`src/rtl/ft800_spi_pkg.sv`:
```
// Shared FT800 SPI constants, FSM state encoding and frame-length helper used by the
// SPI engine and ft800_interface.
package ft800_spi_pkg;

   localparam logic [1:0] FT800_OP_READ    = 2'b00;
   localparam logic [1:0] FT800_OP_WRITE   = 2'b10;
   localparam int unsigned FT800_READ_BITS  = 48;
   localparam int unsigned FT800_WRITE_BITS = 40;
   localparam int unsigned FT800_HOST_BITS  = 24;

   typedef enum logic [2:0] {
      StIdle,
      StSetup,
      StShiftHi,
      StShiftLo,
      StHold
   } spi_state_e;

   function automatic logic [5:0] clamp_bits(input logic [5:0] bits, input int unsigned max_bits);
      return (32'(bits) > max_bits) ? 6'(max_bits) : bits;
   endfunction

endpackage

```
`src/rtl/ft800_spi_if.sv`:
```
// Host-side request/result bundle plus the four SPI pins of the FT800 engine.
interface ft800_spi_if #(
   parameter int unsigned FRAME_W = 48
) ();

   logic               start;
   logic [FRAME_W-1:0] tx_word;
   logic [5:0]         tx_bits;
   logic               busy;
   logic               done;
   logic [15:0]        rx_data;
   logic               mosi;
   logic               miso;
   logic               chip_select;
   logic               spi_clk;

   modport master (
      output start, tx_word, tx_bits, miso,
      input  busy, done, rx_data, mosi, chip_select, spi_clk
   );

   modport slave (
      input  start, tx_word, tx_bits, miso,
      output busy, done, rx_data, mosi, chip_select, spi_clk
   );

endinterface

```
`src/rtl/ft800_spi_tick.sv`:
```
// Half-period tick generator: one-cycle pulse every CLK_DIV enabled cycles, restarted
// whenever the enable drops.
module ft800_spi_tick #(
   parameter int unsigned CLK_DIV = 2
) (
   input  logic clk,
   input  logic rst,
   input  logic en_i,
   output logic tick_o
);

   localparam int unsigned CntW = (CLK_DIV > 1) ? $clog2(CLK_DIV) : 1;
   localparam logic [CntW-1:0] Reload = CntW'(CLK_DIV - 1);

   logic [CntW-1:0] cnt_d, cnt_q;

   always_comb begin
      cnt_d = cnt_q;
      if (!en_i || (cnt_q == '0)) begin
         cnt_d = Reload;
      end else begin
         cnt_d = cnt_q - 1'b1;
      end
   end

   always_ff @(posedge clk) begin
      if (rst) begin
         cnt_q <= Reload;
      end else begin
         cnt_q <= cnt_d;
      end
   end

   assign tick_o = en_i && (cnt_q == '0);

endmodule

```
`src/rtl/ft800_spi_engine.sv`:
```
// Mode-0 SPI master for FT800 frames: shifts up to FRAME_W bits MSB first and collects
// the last 16 miso bits into rx_data.
module ft800_spi_engine
   import ft800_spi_pkg::*;
#(
   parameter int unsigned CLK_DIV = 2,
   parameter int unsigned FRAME_W = 48
) (
   input logic         clk,
   input logic         rst,
   ft800_spi_if.slave  bus
);

   spi_state_e         state_d, state_q;
   logic [FRAME_W-1:0] shreg_d, shreg_q;
   logic [5:0]         bits_left_d, bits_left_q;
   logic [15:0]        rx_sh_d, rx_sh_q;
   logic [15:0]        rx_data_d, rx_data_q;
   logic               mosi_d, mosi_q;
   logic               cs_d, cs_q;
   logic               sclk_d, sclk_q;
   logic               busy_d, busy_q;
   logic               done_d, done_q;
   logic               tick;
   logic               accept;
   logic [5:0]         n_bits;

   // The done cycle is still StIdle, so done_q blocks a start landing in it.
   assign accept = (state_q == StIdle) && !done_q && bus.start;
   assign n_bits = clamp_bits(bus.tx_bits, FRAME_W);

   ft800_spi_tick #(
      .CLK_DIV(CLK_DIV)
   ) u_tick (
      .clk   (clk),
      .rst   (rst),
      .en_i  (state_q != StIdle),
      .tick_o(tick)
   );

   always_ff @(posedge clk) begin
      if (rst) begin
         state_q <= StIdle;
      end else begin
         state_q <= state_d;
      end
   end

   always_comb begin
      state_d = state_q;
      unique case (state_q)
         StIdle:    if (accept && (n_bits != 6'd0)) state_d = StSetup;
         StSetup:   if (tick) state_d = StShiftHi;
         StShiftHi: if (tick) state_d = (bits_left_q == 6'd1) ? StHold : StShiftLo;
         StShiftLo: if (tick) state_d = StShiftHi;
         StHold:    if (tick) state_d = StIdle;
         default:   state_d = StIdle;
      endcase
   end

   always_comb begin
      shreg_d     = shreg_q;
      bits_left_d = bits_left_q;
      rx_sh_d     = rx_sh_q;
      rx_data_d   = rx_data_q;
      mosi_d      = mosi_q;
      cs_d        = cs_q;
      sclk_d      = sclk_q;
      busy_d      = busy_q;
      done_d      = 1'b0;
      unique case (state_q)
         StIdle: begin
            if (accept) begin
               if (n_bits == 6'd0) begin
                  done_d = 1'b1;
               end else begin
                  cs_d        = 1'b1;
                  busy_d      = 1'b1;
                  mosi_d      = bus.tx_word[FRAME_W-1];
                  shreg_d     = bus.tx_word << 1;
                  bits_left_d = n_bits;
               end
            end
         end
         StSetup, StShiftLo: begin
            if (tick) begin
               sclk_d  = 1'b1;
               rx_sh_d = {rx_sh_q[14:0], bus.miso};
            end
         end
         StShiftHi: begin
            if (tick) begin
               sclk_d      = 1'b0;
               bits_left_d = bits_left_q - 6'd1;
               if (bits_left_q == 6'd1) begin
                  mosi_d = 1'b0;
               end else begin
                  mosi_d  = shreg_q[FRAME_W-1];
                  shreg_d = shreg_q << 1;
               end
            end
         end
         StHold: begin
            if (tick) begin
               cs_d      = 1'b0;
               busy_d    = 1'b0;
               done_d    = 1'b1;
               rx_data_d = rx_sh_q;
            end
         end
         default: ;
      endcase
   end

   always_ff @(posedge clk) begin
      if (rst) begin
         shreg_q     <= '0;
         bits_left_q <= '0;
         rx_sh_q     <= '0;
         rx_data_q   <= '0;
         mosi_q      <= 1'b0;
         cs_q        <= 1'b0;
         sclk_q      <= 1'b0;
         busy_q      <= 1'b0;
         done_q      <= 1'b0;
      end else begin
         shreg_q     <= shreg_d;
         bits_left_q <= bits_left_d;
         rx_sh_q     <= rx_sh_d;
         rx_data_q   <= rx_data_d;
         mosi_q      <= mosi_d;
         cs_q        <= cs_d;
         sclk_q      <= sclk_d;
         busy_q      <= busy_d;
         done_q      <= done_d;
      end
   end

   assign bus.busy        = busy_q;
   assign bus.done        = done_q;
   assign bus.rx_data     = rx_data_q;
   assign bus.mosi        = mosi_q;
   assign bus.chip_select = cs_q;
   assign bus.spi_clk     = sclk_q;

endmodule
```
`src/flat_wrapper.sv`:
```
// flat-port wrapper written by rule: the top's interface ports become plain ports
module ft800_spi_engine_flat import ft800_spi_pkg::*;
#(
   parameter int unsigned CLK_DIV = 2,
   parameter int unsigned FRAME_W = 48
)
  (clk, rst, bus_start, bus_tx_word, bus_tx_bits, bus_miso, bus_busy, bus_done, bus_rx_data, bus_mosi, bus_chip_select, bus_spi_clk);
  ft800_spi_if #(.FRAME_W(FRAME_W)) bus_i ();
  input logic clk;
  input logic rst;
  input wire logic [$bits(bus_i.start)-1:0] bus_start;
  input wire logic [$bits(bus_i.tx_word)-1:0] bus_tx_word;
  input wire logic [$bits(bus_i.tx_bits)-1:0] bus_tx_bits;
  input wire logic [$bits(bus_i.miso)-1:0] bus_miso;
  output wire logic [$bits(bus_i.busy)-1:0] bus_busy;
  output wire logic [$bits(bus_i.done)-1:0] bus_done;
  output wire logic [$bits(bus_i.rx_data)-1:0] bus_rx_data;
  output wire logic [$bits(bus_i.mosi)-1:0] bus_mosi;
  output wire logic [$bits(bus_i.chip_select)-1:0] bus_chip_select;
  output wire logic [$bits(bus_i.spi_clk)-1:0] bus_spi_clk;
  assign bus_i.start = bus_start;
  assign bus_i.tx_word = bus_tx_word;
  assign bus_i.tx_bits = bus_tx_bits;
  assign bus_i.miso = bus_miso;
  assign bus_busy = bus_i.busy;
  assign bus_done = bus_i.done;
  assign bus_rx_data = bus_i.rx_data;
  assign bus_mosi = bus_i.mosi;
  assign bus_chip_select = bus_i.chip_select;
  assign bus_spi_clk = bus_i.spi_clk;
  ft800_spi_engine #(.CLK_DIV(CLK_DIV), .FRAME_W(FRAME_W)) u_core (.clk(clk), .rst(rst), .bus(bus_i));
endmodule
```
`config.mk`:
```
export PLATFORM = sky130hd
export DESIGN_NAME = ft800_spi_engine_flat
export DESIGN_NICKNAME = d
export VERILOG_FILES = /design/src/rtl/ft800_spi_pkg.sv /design/src/rtl/ft800_spi_if.sv /design/src/rtl/ft800_spi_tick.sv /design/src/rtl/ft800_spi_engine.sv /design/src/flat_wrapper.sv
export SDC_FILE = /design/constraint.sdc
export NUM_CORES = 1
export LEC_CHECK = 0
export CAP_MARGIN = 10
export CELL_PAD_IN_SITES_DETAIL_PLACEMENT = 1
export CELL_PAD_IN_SITES_GLOBAL_PLACEMENT = 2
export CORE_MARGIN = 1
export CORE_UTILIZATION = 34
export CTS_BUF_LIST = sky130_fd_sc_hd__clkbuf_16
export DETAILED_ROUTE_END_ITERATION = 10
export GPL_TIMING_DRIVEN = 0
export PLACE_DENSITY = 0.76
export REMOVE_ABC_BUFFERS = 1
export SYNTH_ARGS = -nofsm -noshare
export SYNTH_HDL_FRONTEND = slang
export SYNTH_HIERARCHICAL = 1
export SYNTH_SLANG_ARGS = --single-unit
```
`constraint.sdc`:
```
create_clock -name clk -period 3.1 [get_ports clk]
set_clock_uncertainty 0.1 [all_clocks]
set_input_delay 0.465 -clock clk [delete_from_list [all_inputs] [get_ports clk]]
set_output_delay 0.465 -clock clk [all_outputs]
set_load 0.03 [all_outputs]
```
Word-level counts from Yosys, hierarchy flattened
Cells that the tools add are included.

storage, ports and cells
  logic and storage cells = 80
  output and inout port bits = 21
  register bits = 94

operators by class
  reduce and logical (&&, ||, !) cells = 23
  eq/ne operators = 12
  $add $sub $neg = 2
  bitwise logic cells = 1
  muxes and demuxes = 31
  magnitude comparators = 1

operators with widths
  cell                                                    count
  2-to-1 mux 48 bit                                       4
  case mux 48 bit (2 select lines)                        1
  2-to-1 mux 6 bit                                        4
  2-to-1 mux 3 bit                                        5
  case mux 3 bit (4 select lines)                         1
  case mux 6 bit (2 select lines)                         1
  AND reduction 4 bit                                     3
  2-to-1 mux 1 bit                                        11
  inequality test 2 x 1 -> 1 bit (second input constant)  4
  case mux 1 bit (2 select lines)                         4
  == test 3 x 2 -> 1 bit (second input constant)          2
  == test 6 x 1 -> 1 bit (second input constant)          1
  greater-than comparator 6 bit (second input constant)   1
  zero test 6 bit                                         1
  inequality test 2 bit (second input constant)           3
  nonzero test 2 bit                                      3
  nonzero test 6 bit                                      1
  subtractor 6 x 1 -> 6 bit (second input constant)       1
  AND reduction 5 bit                                     1
  logical AND 1 bit                                       4
  AND reduction 2 bit                                     2
  OR reduction 2 bit                                      2
  == test 3 x 1 -> 1 bit (second input constant)          1
  == test 3 bit (second input constant)                   1
  other kinds (7)                                         8

Depth between registers and ports, before layout
  depth in word-level cells = 6
  gate-level depth with buffers = 12

Modules after synthesis
Netlist, hierarchy kept.

modules (own cells, without submodules)
  module            times used  seq. area each (µm²)  cells an instance  area each (µm²)
  ft800_spi_engine  1           1841.8                503                4958.5
  ft800_spi_tick    1           20.0                  3                  33.8

Worst setup path before layout
OpenSTA, ideal clock, no wires.

  kind = reg-to-reg
  from = reg u_core.state_q[1]
  to = reg u_core.shreg_q[10]
  cell stages (with the launch flop) = 13
  arrival = 2.053 ns
  buffers on the path = 5
  clock period less this slack = 2.234 ns
  setup slack = 0.866 ns
  cell sequence = dfxtp_1 -> buf_6 -> nor3_4 -> inv_2 -> nor2b_1 -> buf_2 -> nand4bb_1 -> clkbuf_2 -> a21o_1 -> buf_4 -> clkbuf_4 -> a211oi_2 -> a211oi_2

on the way
  elaborated cells between the ends (all ways) = 13

RTL lines
  what                                             line                     source
  from (decl)                                      ft800_spi_engine.sv:14   spi_state_e state_d, state_q;
  from (signal assigned)                           ft800_spi_engine.sv:43   state_q <= StIdle;
  from (signal assigned)                           ft800_spi_engine.sv:45   state_q <= state_d;
  nonzero test 3 bit                               ft800_spi_engine.sv:37   .en_i (state_q != StIdle),
  logical AND 1 bit                                ft800_spi_tick.sv:34     assign tick_o = en_i && (cnt_q == '0);
  net u_core.tick                                  ft800_spi_engine.sv:24   logic tick;
  inequality test 2 x 1 -> 1 bit (no source line)  -
  AND reduction 5 bit (no source line)             -
  to (signal assigned)                             ft800_spi_engine.sv:127  shreg_q <= shreg_d;
  to (decl)                                        ft800_spi_engine.sv:15   logic [FRAME_W-1:0] shreg_d, shreg_q;

The timed path passes the listed nets, and every way through them passes these cells.
A chain may end at the register's enable or synchronous reset.

Worst setup path after layout
  from = reg u_core.state_q[0]
  to = reg u_core.shreg_q[36]

Same word-level chain as after synthesis.

==> impl_metrics.json <==
{
  "die_x_um": 123,
  "drive_gt1_frac": 0.290,
  "power_density_mw_per_mm2": 455,
  "cts.sinks": 93,
  "n_antenna_cell": 0,
  "p_leak_nw": 2.00,
  "vdd_drop_max_uv": 274,
  "crit_slowest_cell": "dfxtp_1",
  "grt_max_degree": 53,
  "overflow": 0,
  "num_io_pins": 79,
  "path_buf_inv": 2,
  "worst_path_most_repeated_cell": "a21o_4",
  "cts-root-buf": "clkbuf_16",
  "num-fill-cells": 1592,
  "synth-simple-area-share": 0.109,
  "tightest_slew_ns": 0.876,
  "vias": 3833,
  "final_max_slew_viol_count": 0,
  "synth_compound_area_frac": 0.293,
  "die-area_mm2": 0.0152,
  "clk_latency_ns": 0.34,
  "max-slew-margin-rel": 0.414,
  "wl_per_cell_um": 16.6,
  "cts_buffers": 9,
  "synth-xor-area-share": 0,
  "grt_pass1_vias": 3921,
  "slowest_delay_ns": 0.54,
  "hold_class": "flop to flop",
  "htree_levels": 3,
  "routabilityCongestion": 0.797,
  "period_minus_slack_ns": 2.85,
  "syn-mean-instance-area_um2": 9.87,
  "setup_viol": 0,
  "tritoncts": "yes",
  "syn_area_mm2": 0.00499,
  "cts_buffer_depth": 2,
  "final_antenna_net_count": 0,
  "fp.coreArea_mm2": 0.0141,
  "synth_top_area_share": 0.373,
  "pre_cts_slack_ns": -0.546,
  "drv_cap": 0,
  "synth_cell_types": 48,
  "grt_setup_unrepaired": "false",
  "die_h_um": 123,
  "tns_ns": 0,
  "fmax_ghz": 0.351,
  "synth_top_family_by_area": "compound AO/OA/AOI/OAI gates",
  "numPortBuffers": 78,
  "initial_core_util": 0.354,
  "ctsHoldBuffers": 0,
  "grt_pass1_wl_um": 20200,
  "drt-initial-drc-count": 219,
  "clkTransAtPathRegs_ns": 0.07,
  "drc": 0,
  "dpl.hpwl_um": 8030,
  "crit_path_end_kind": "flop",
  "yosysWarnings": 6,
  "layout-area-overhead-vs-synth_pct": 21.7,
  "criticalPathCategory": "flop to flop",
  "synth_cells": 506,
  "period_share": 0.920,
  "required_ns": 3.25,
  "critPathMaxFanout": 29,
  "synth_edf_count": 0,
  "synth.area.mux_share": 0.106,
  "setup_ws_ns": 0.248,
  "track_usage": 0.172,
  "synthArstFlopShare": 0,
  "row_count": 43,
  "synthAdderAreaFrac": 0.00501,
  "arrival_ns": 3.01,
  "ys_top_cells_by_area": "dfxtp_1, a211oi_2, mux2_2",
  "synth_top_area_cell": "dfxtp_1",
  "startpoint_type": "flop",
  "run_status": "completed",
  "firstDrtPassIters": 5,
  "critPathTopFamily": "compound AO/OA/AOI/OAI gates",
  "nets": 618,
  "antenna_found_initial": 0,
  "crit_chain": "nor3_4 -> inv_2 -> nor2b_4 -> nand4bb_2 -> a21o_4 -> a21o_4 -> buf_12 -> a211oi_1",
  "placed_cell_area_mm2": 0.00577,
  "vias_per_cell": 5.16,
  "hold_viol": 0,
  "wirelength_um": 12400,
  "ys.flop_type": "dfxtp_1",
  "ys_ff_latch": 93,
  "ys_seq_area_frac": 0.373,
  "final_cell_area_mm2": 0.00607
}
## final cells by class
| type | instances | area [um^2] | share of cell area |
|---|---|---|---|
| Multi-Input combinational cell | 314 | 2590 | 0.427 |
| Clock inverter | 7 | 41.3 | 0.00680 |
| Timing Repair Buffer | 88 | 933 | 0.154 |
| Tap cell | 180 | 225 | 0.0371 |
| Clock buffer | 9 | 225 | 0.0371 |
| Sequential cell | 93 | 1860 | 0.307 |
| Inverter | 52 | 195 | 0.0321 |
## worst min-delay path: cells and delay by family (launching register included)
family / cells / cell delay, ns
AO/OA/AOI/OAI: 1 / 0.05
flip-flops: 1 / 0.31
AND/OR/NAND/NOR: 1 / 0.05
## path summary, 6_finish.rpt
| path | from | to | slack (ns) | cells after the start |
|---|---|---|---|---|
| max | u_core/state_q[0] | u_core/shreg_q[36] | 0.25 | 8 |
| min reg2reg | u_core/bus.rx_data[12] | u_core/bus.rx_data[12] | 0.35 | 2 |
| max reg2reg | u_core/state_q[0] | u_core/shreg_q[36] | 0.25 | 8 |
| min | u_core/bus.rx_data[12] | u_core/bus.rx_data[12] | 0.35 | 2 |
## layout by cell type (no fill, tap or decap), drive strengths merged, types with 2 or more instances in the layout
cell type,instances
and2,2
mux2,46
nand3,12
clkbuf,9
ha,2
nand2,69
a32oi,4
nor2,9
a211oi,93
nor3,8
clkinv,4
o22ai,2
a21oi,41
nor4,2
clkinvlp,2
dfxtp,93
nor2b,2
nor3b,2
a21o,2
inv,53
clkdlybuf4s50,77
and3,2
buf,11
or4,2
## per-stage QoR
step	cells	hold WS, ns	util	power [mW]
after floorplan	459	0.283	-	1.58
after global placement	717	0.295	0.399	1.75
after detailed placement	726	0.299	0.410	1.77
after CTS	742	0.328	0.430	2.81
after global routing	743	0.371	0.431	2.90
final	743	0.355	0.431	2.76
## registers in the layout, summed over array words and instances, names as in the netlist
register             count
u_core/bus.busy          1
u_core/bus.rx_data      16
u_core/rx_sh_q          16
u_core/bits_left_q       6
u_core/bus.mosi          1
u_core/bus.spi_clk       1
u_core/shreg_q          47
u_core/bus.done          1
u_core/u_tick/cnt_q      1
u_core/state_q           3
## where the power goes
part	internal (mW)	switching, mW
combinational	0.218	0.218
sequential	1.26	0.0418
clock	0.538	0.482
## synth_stat cells, types with 4 or more instances
master,n
a21oi_1,41
a211oi_2,80
a32oi_1,4
nor3_1,7
mux2_2,45
nor2_1,8
buf_4,11
nand3_1,12
nand2_1,69
a211oi_1,13
dfxtp_1,93
buf_12,4
buf_6,11
clkbuf_1,15
inv_1,51
## repair_timing
item                                    in CTS  in global routing
setup buffers                                0                  1
endpoints found under the setup margin      47                 29
pin swaps                                    0                  1
resized for setup                            4                  2
## routing by layer
layer  wire [um]  vias up  track usage  part of all wire
met5           0        -            0                 0
met4         149        0       0.0527             0.012
met2        5950       54        0.296              0.48
met3         379        9       0.0318             0.031
met1        5880     1873        0.218              0.48
li1            -     1897            -                 -
## cells by family (layout without fill, tap and decap cells)
kind of cell               after synthesis  in the layout
AOI/OAI and AO/OA                      151            151
and+or+nand+nor                        114            114
buffers and inverters                   99            156
DFF                                     93             93
muxes                                   47             47
adders and majority gates                2              2
Power figures use the tool's default switching activity.
